### config.mk
export PLATFORM = sky130hd
export DESIGN_NAME = ddc_scan_controller
export DESIGN_NICKNAME = d
export VERILOG_FILES = /design/src/rtl/ddc_scan_controller.sv
export SDC_FILE = /design/constraint.sdc
export NUM_CORES = 1
export LEC_CHECK = 0
export ABC_CLOCK_PERIOD_IN_PS = 2300
export CAP_MARGIN = 20
export CORE_MARGIN = 5
export CORE_UTILIZATION = 28
export DETAILED_ROUTE_END_ITERATION = 12
export GPL_TIMING_DRIVEN = 0
export HOLD_SLACK_MARGIN = 0.12
export PLACE_DENSITY = 0.48
export SYNTH_ARGS = -nofsm -noshare
export SYNTH_HDL_FRONTEND = slang
export SYNTH_SLANG_ARGS = --single-unit
export TNS_END_PERCENT = 10
### constraint.sdc
create_clock -name clk -period 2.3 [get_ports clk]
set_clock_uncertainty 0.2 [all_clocks]
set_input_delay 0.46 -clock clk [delete_from_list [all_inputs] [get_ports clk]]
set_output_delay 0.46 -clock clk [all_outputs]
set_load 0.01 [all_outputs]
### src/rtl/ddc_scan_controller.sv
// Scans the DDC mixer across a phase-increment table and averages dB outputs per channel.
// Optional macro SCAN_PEAK_HOLD_EN adds peak_o, the per-channel maximum dB sample.
module ddc_scan_controller #(
    parameter int NUM_CH         = 4,
    parameter int PINC_W         = 24,
    parameter int SETTLE_SAMPLES = 16,
    parameter int AVG_LOG2       = 3,
    localparam int AW = (NUM_CH > 1) ? $clog2(NUM_CH) : 1
) (
    input  logic              clk,
    input  logic              rst,
    input  logic              start_i,
    input  logic              continuous_i,
    input  logic              abort_i,
    input  logic              cfg_wr_en_i,
    input  logic [AW-1:0]     cfg_addr_i,
    input  logic [PINC_W-1:0] cfg_data_i,
    input  logic [15:0]       dp_db_i,
    input  logic              dp_valid_i,
    output logic              dp_en_o,
    output logic              dp_flush_o,
    output logic [PINC_W-1:0] dp_pinc_o,
    output logic [15:0]       result_o,
    output logic [3:0]        result_ch_o,
    output logic              result_valid_o,
    input  logic              result_ready_i,
    output logic              busy_o
`ifdef SCAN_PEAK_HOLD_EN
    ,
    output logic [15:0]       peak_o
`endif
);

    localparam logic [2:0] S_IDLE   = 3'd0;
    localparam logic [2:0] S_LOAD   = 3'd1;
    localparam logic [2:0] S_SETTLE = 3'd2;
    localparam logic [2:0] S_ACCUM  = 3'd3;
    localparam logic [2:0] S_OUTPUT = 3'd4;

    localparam int DEPTH = 1 << AW;
    localparam int SW    = (SETTLE_SAMPLES > 1) ? $clog2(SETTLE_SAMPLES) : 1;
    localparam int CW    = (AVG_LOG2 > 0) ? AVG_LOG2 : 1;
    localparam int ACC_W = 16 + AVG_LOG2;

    localparam logic [SW-1:0] SET_LAST =
        SW'((SETTLE_SAMPLES > 0) ? SETTLE_SAMPLES - 1 : 0);
    localparam logic [CW-1:0] AVG_LAST = CW'((1 << AVG_LOG2) - 1);
    localparam logic [3:0]    LAST_CH  = 4'(NUM_CH - 1);
    localparam logic [AW:0]   CH_LIMIT = (AW + 1)'(NUM_CH);

    logic [PINC_W-1:0] tbl [DEPTH];
    logic [2:0]        state;
    logic [3:0]        ch;
    logic [SW-1:0]     set_cnt;
    logic [CW-1:0]     avg_cnt;
    logic [ACC_W-1:0]  acc;
    logic [ACC_W-1:0]  acc_sum;
    logic              handshake;

    assign acc_sum    = acc + ACC_W'(dp_db_i);
    assign handshake  = result_valid_o && result_ready_i;
    assign dp_en_o    = (state == S_SETTLE) || (state == S_ACCUM);
    assign dp_flush_o = (state == S_LOAD);
    assign busy_o     = (state != S_IDLE);

    // Table is only sampled in LOAD, so live edits apply on the next visit.
    always_ff @(posedge clk or negedge rst) begin
        if (!rst) begin
            for (int i = 0; i < DEPTH; i++) begin
                tbl[i] <= '0;
            end
        end else if (cfg_wr_en_i && ({1'b0, cfg_addr_i} < CH_LIMIT)) begin
            tbl[cfg_addr_i] <= cfg_data_i;
        end
    end

    always_ff @(posedge clk or negedge rst) begin
        if (!rst) begin
            state          <= S_IDLE;
            ch             <= '0;
            set_cnt        <= '0;
            avg_cnt        <= '0;
            acc            <= '0;
            dp_pinc_o      <= '0;
            result_o       <= '0;
            result_ch_o    <= '0;
            result_valid_o <= 1'b0;
        end else if (abort_i) begin
            state          <= S_IDLE;
            result_valid_o <= 1'b0;
        end else begin
            unique case (state)
                S_IDLE: begin
                    if (start_i) begin
                        ch    <= '0;
                        state <= S_LOAD;
                    end
                end
                S_LOAD: begin
                    dp_pinc_o <= tbl[ch[AW-1:0]];
                    set_cnt   <= '0;
                    avg_cnt   <= '0;
                    acc       <= '0;
                    state     <= (SETTLE_SAMPLES == 0) ? S_ACCUM : S_SETTLE;
                end
                S_SETTLE: begin
                    if (dp_valid_i) begin
                        if (set_cnt == SET_LAST) begin
                            state <= S_ACCUM;
                        end else begin
                            set_cnt <= set_cnt + 1'b1;
                        end
                    end
                end
                S_ACCUM: begin
                    if (dp_valid_i) begin
                        acc     <= acc_sum;
                        avg_cnt <= avg_cnt + 1'b1;
                        if (avg_cnt == AVG_LAST) begin
                            result_o       <= acc_sum[AVG_LOG2 +: 16];
                            result_ch_o    <= ch;
                            result_valid_o <= 1'b1;
                            state          <= S_OUTPUT;
                        end
                    end
                end
                S_OUTPUT: begin
                    if (handshake) begin
                        result_valid_o <= 1'b0;
                        if (ch == LAST_CH && !continuous_i) begin
                            state <= S_IDLE;
                        end else begin
                            ch    <= (ch == LAST_CH) ? 4'd0 : ch + 4'd1;
                            state <= S_LOAD;
                        end
                    end
                end
                default: state <= S_IDLE;
            endcase
        end
    end

`ifdef SCAN_PEAK_HOLD_EN
    always_ff @(posedge clk or negedge rst) begin
        if (!rst) begin
            peak_o <= '0;
        end else if (!abort_i) begin
            if (state == S_LOAD) begin
                peak_o <= '0;
            end else if (state == S_ACCUM && dp_valid_i && dp_db_i > peak_o) begin
                peak_o <= dp_db_i;
            end
        end
    end
`endif

endmodule

# Yosys cells after proc, flatten, opt, wreduce, memory -nomap -nowiden
# Cells that the tools add are included.
[classes]
shift = 0
addsub = 4
eq_ne = 19
reduce_logical = 18
order_cmp = 3
muxes = 32
n_bitwise = 3
mul = 0
n_div = 0
[ops]
columns = ["operator", "count"]
rows = [
  ["$bwmux 96", 1],
  ["$mux 24", 3],
  ["$bmux 24 s2", 1],
  ["$demux 24 s2", 1],
  ["$pmux 19 s2", 1],
  ["$mux 3", 8],
  ["$mux 4", 6],
  ["$add 19x16->19", 1],
  ["$mux 19", 1],
  ["$pmux 4 s2", 2],
  ["$pmux 3 s5", 1],
  ["$ne 2x2->1 const B", 6],
  ["$ne 3x3->1 const B", 4],
  ["$reduce_and 4->1", 3],
  ["$add 4x1->4 const B", 2],
  ["$eq 3x2->1 const B", 2],
  ["$eq 3x3->1 const B", 2],
  ["$ge 3x3->1 const B", 2],
  ["$ne 3x2->1 const B", 2],
  ["$not 2->3", 2],
  ["$pmux 3 s2", 1],
  ["$reduce_and 6->1", 1],
  ["$reduce_bool 2->1", 3],
  ["$reduce_bool 3->1", 2],
  ["15 further kinds", 21],
]
[totals]
mem_count = 0
latchBits = 0
rom_bits = 0
mem_bits_rw = 0
register_bits = 174

# Logic depth before layout (Yosys ltp)
[logic_depth]
word_depth = 6
mapped_depth = 10
mapped_depth_nobuf = 10

# Least setup slack after synthesis
# Ideal clock, no wire load.
[synth_timing]
kind = "input to register"
from = "input dp_db_i[0]"
to = "register acc[18]"
t_required_ns = 1.962
setup_slack_ns = -0.196
t_arrival_ns = 2.157
path_buffers = 0
cell_stages = 10
path_cell_list = "ha_1 inv_1 fa_1 nand2b_1 a21o_1 a31oi_4 a21oi_2 o211ai_4 mux2i_1 o211ai_1"
[synth_via]
elab_chain_cells = 3
[synth_rtl]
columns = ["element", "line_no", "text"]
rows = [
  ["from (decl)", "18", "input logic [15:0] dp_db_i,"],
  ["$add 19x16->19", "60", "assign acc_sum = acc + ACC_W'(dp_db_i);"],
  ["$mux 19", "116", "if (dp_valid_i) begin"],
  ["$pmux 19 s2", "92", "unique case (state)"],
  ["to (signal assigned)", "117", "acc <= acc_sum;"],
  ["to (decl)", "56", "logic [ACC_W-1:0] acc;"],
]
# No other way between the ends. The select of a mux whose other input is x is not followed.
# A chain may end at the register's enable or synchronous reset.

# Final worst setup path
[layout_timing]
from = "register acc[0]"
to = "register acc[18]"
[layout_via]
elab_chain_cells = 3
[layout_rtl]
columns = ["element", "line_no"]
rows = [
  ["$add 19x16->19", "60"],
  ["$mux 19", "116"],
  ["$pmux 19 s2", "92"],
]
# No other way between the ends. The select of a mux whose other input is x is not followed.

==> results.toml <==
[cts]
cts_root_buf = "clkbuf_16"
cts_tree = "done"
clk_pin_slew_worst_paths_ns = 0.07
cts_buffer_depth = 2
cts_sinks = 174
cts-buffers-inserted = 17
clock_latency_ns = 0.43
htreeDepth = 4

[timing]
hold_violations = 0
post-route-min-period_ns = 2.48
worst_slack_ns = -0.180
max_slew_margin_pct = 49.7
rsz0062_at_grt = "true"
final.period_utilization_pct = 108
setup_viol = 9
drv_slew = 0
worst_slew_pin_slew_ns = 0.755
whs_ns = 0.275
fmax_ghz = 0.403

[yosys]
synthXorXnorAreaFrac_pct = 1.93
yosysSeqAreaShare_pct = 53.3
synthTopCellsByCount = "dfrtp_1, nand2_1, mux2_2, o21ai_0, nand3_1"
ys.flop_type = "dfrtp_1"
synthMuxAreaShare_pct = 20.9
synth_compound_area_share_pct = 6.96
syn-cell-area_mm2 = 0.00818
synth.area.top_cells = "dfrtp_1, mux2_2, mux4_2"
synthCells = 679
synth-simple-area-share_pct = 11.5
synth_area_leader_cell = "dfrtp_1"
synth-async-reset-ratio_pct = 100
synth_edf_count = 0
avgSynthCellArea_um2 = 12.0
yosysMostFrequentCell = "dfrtp_1"
netlist-cell-type-count = 51
synth_nets = 750
ys_ff_latch = 174
ys_warn_count = 0
synth_top_area_share_pct = 53.3
synth_top_family_by_area = "multiplexers"
yosys.area_share.adder_pct = 3.31

[detailed_routing]
ant_nets = 0
drc = 0
wire_per_inst_um = 16.9
num_vias = 5578
dr.pass1.iters = 4
vias_per_cell = 4.65
drtIter0Drc = 244
drt_wl_total_mm = 20.3

[run]
maxCapViolations = 0

[placement]
post-dp-hpwl_mm = 13.9
placed_cells = 1161
post_dp_cell_area_mm2 = 0.00968
place.gp.congestion = 0.797
portBuffers = 97

[power]
pwr-share-seq_pct = 46.0
p_sw_uw = 2350
p_leak_uw = 0.00450
switching_share_pct = 28.4
pwr-share-clk_pct = 35.2
p_int_uw = 5920
power_density_mw_per_mm2 = 789
p_comb_share_pct = 18.8
ir_drop_mv = 0.416

[floorplan]
die_w_um = 181
start_util_pct = 28.4
core_mm2 = 0.0288
fp.dieH_um = 181
row_count = 62
dieArea_mm2 = 0.0327
ioPinCount = 98

[finish]
area_delta_synth_final_pct = 28.3
multiInputGateArea_mm2 = 0.00382
final_nets = 873
fin_area_mm2 = 0.0105
drive_gt1_share_pct = 27.5
final_cells = 1199
n_fill_cell = 2837
regArea_mm2 = 0.00435
finish.utilization_pct = 36.4
n_antenna_cell = 0

[worst_setup_path]
required_ns = 2.37
arrival_ns = 2.55
critical_path_class = "reg2reg"
crit_path_start = "acc[0]"
reg2reg_from = "acc[0]"
worstPathMaxFanout = 5
worstSetupStartpointType = "flop"
critPathCaptureType = "flop"

[outcome]
status = "complete, but fails checks"
violations = "negative setup slack"

[min_path]
min_from = "dp_pinc_o[4]"
holdCritPathClass = "reg2reg"

[global_route]
grt_pass1_vias = 5918
gr-usage-all-layers_pct = 12.6
grt_pass1_wl_mm = 33.0
grt_max_degree = 90
antenna_found_initial = 3
overflow = 0
## registers in the layout (all words and copies together) (netlist names)
register and cells:
tbl 96, dp_pinc_o 24, acc 19, result_o 16
ch 4, result_ch_o 4, set_cnt 4, avg_cnt 3
state 3, result_valid_o 1
## layout make-up
cell class	instances	share of cell area, %
inverters	7	0.251
well taps	384	4.58
clock inverters	14	1.59
clock buffers	18	4.09
plain buffers	33	1.57
multi-input cells	465	36.4
flip-flops and latches	174	41.5
repair buffers	104	9.98
## power by group through the flow
stage          registers [uW]  clock network, uW  logic [uW]
2_1_floorplan            3870                  0         816
3_3_place_gp             3870                  0        1520
3_5_place_dp             3870                  0        1540
4_1_cts                  3820               3020        1580
5_1_grt                  3880               3120        1730
6_report                 3810               2910        1560
## path summary, 6_finish.rpt
kind                             endpoint  slack, ns  cells after the start
hold / removal               dp_pinc_o[4]       0.28                      2
setup / recovery                  acc[18]      -0.18                     10
setup reg to reg                  acc[18]      -0.18                     10
hold reg to reg              dp_pinc_o[4]       0.28                      2
max in group asynchronous  result_valid_o       0.58                      3
min in group asynchronous     result_o[6]       0.43                      2
## logic make-up (layout without fill, tap and decap cells)
| family | Yosys count | after routing |
|---|---|---|
| AOI/OAI and AO/OA | 90 | 90 |
| xor gates and xnor gates | 18 | 18 |
| adders and majority gates | 21 | 21 |
| buffers and inverters | 40 | 176 |
| DFF | 174 | 174 |
| muxes | 128 | 128 |
| and+or+nand+nor | 208 | 208 |
## metrics by stage
stage / worst slack (ns) / power (uW) / setup TNS [ns]
after global routing: -0.296 / 8720 / -2.43
after CTS: -0.198 / 8410 / -0.923
final: -0.180 / 8280 / -0.695
after detailed placement: -1.01 / 5410 / -59.81
after floorplan: -0.177 / 4690 / -0.452
after global placement: -7.30 / 5390 / -1327.80
## placed cells by master (no fill, tap or decap), types with 3 or more instances in the layout
cell type and n:
dfrtp_1 174, nand2_1 115, mux2_2 102, clkdlybuf4s50_1 87, o21ai_0 35, nand3_1 31, mux4_2 24, nor2_1 18
clkbuf_16 17, a21oi_1 14, clkbuf_1 12, xor2_1 12, ha_1 11, buf_2 10, a21o_1 9, buf_4 7
ha_4 7, inv_1 6, nor3_1 6, clkbuf_2 6, a21oi_2 6, dlygate4sd2_1 6, o21ai_1 5, or3_1 4
xnor2_1 4, clkinv_8 4, nor2_2 3, and3_1 3, nor2b_1 3, a31oi_1 3, nand3b_1 3, nand4_1 3
nand2b_1 3, o211ai_1 3, inv_6 3, inv_8 3
## repair_timing
item	CTS	global route
hold endpoints to repair	88	0
hold buffers	1	0
setup buffers	4	1
resized for setup	27	22
pin swaps	12	5
endpoints found under the setup margin	48	46
## critical path, cell delays in order (launching register included)
cell	delay, ns
dfrtp_1	0.38
ha_4	0.14
inv_2	0.04
fa_2	0.38
nand2b_4	0.15
a21o_1	0.20
a31oi_4	0.17
a21oi_2	0.09
o211ai_4	0.26
mux2i_1	0.22
o211ai_1	0.11
## layer usage
metal / part of all wire, % / GRT usage [%]
met2: 48 / 20.8
met3: 4.0 / 2.92
met5: 0.13 / 0
met4: 1.5 / 3.36
met1: 47 / 16.8
(Power assumes the default switching activity.)
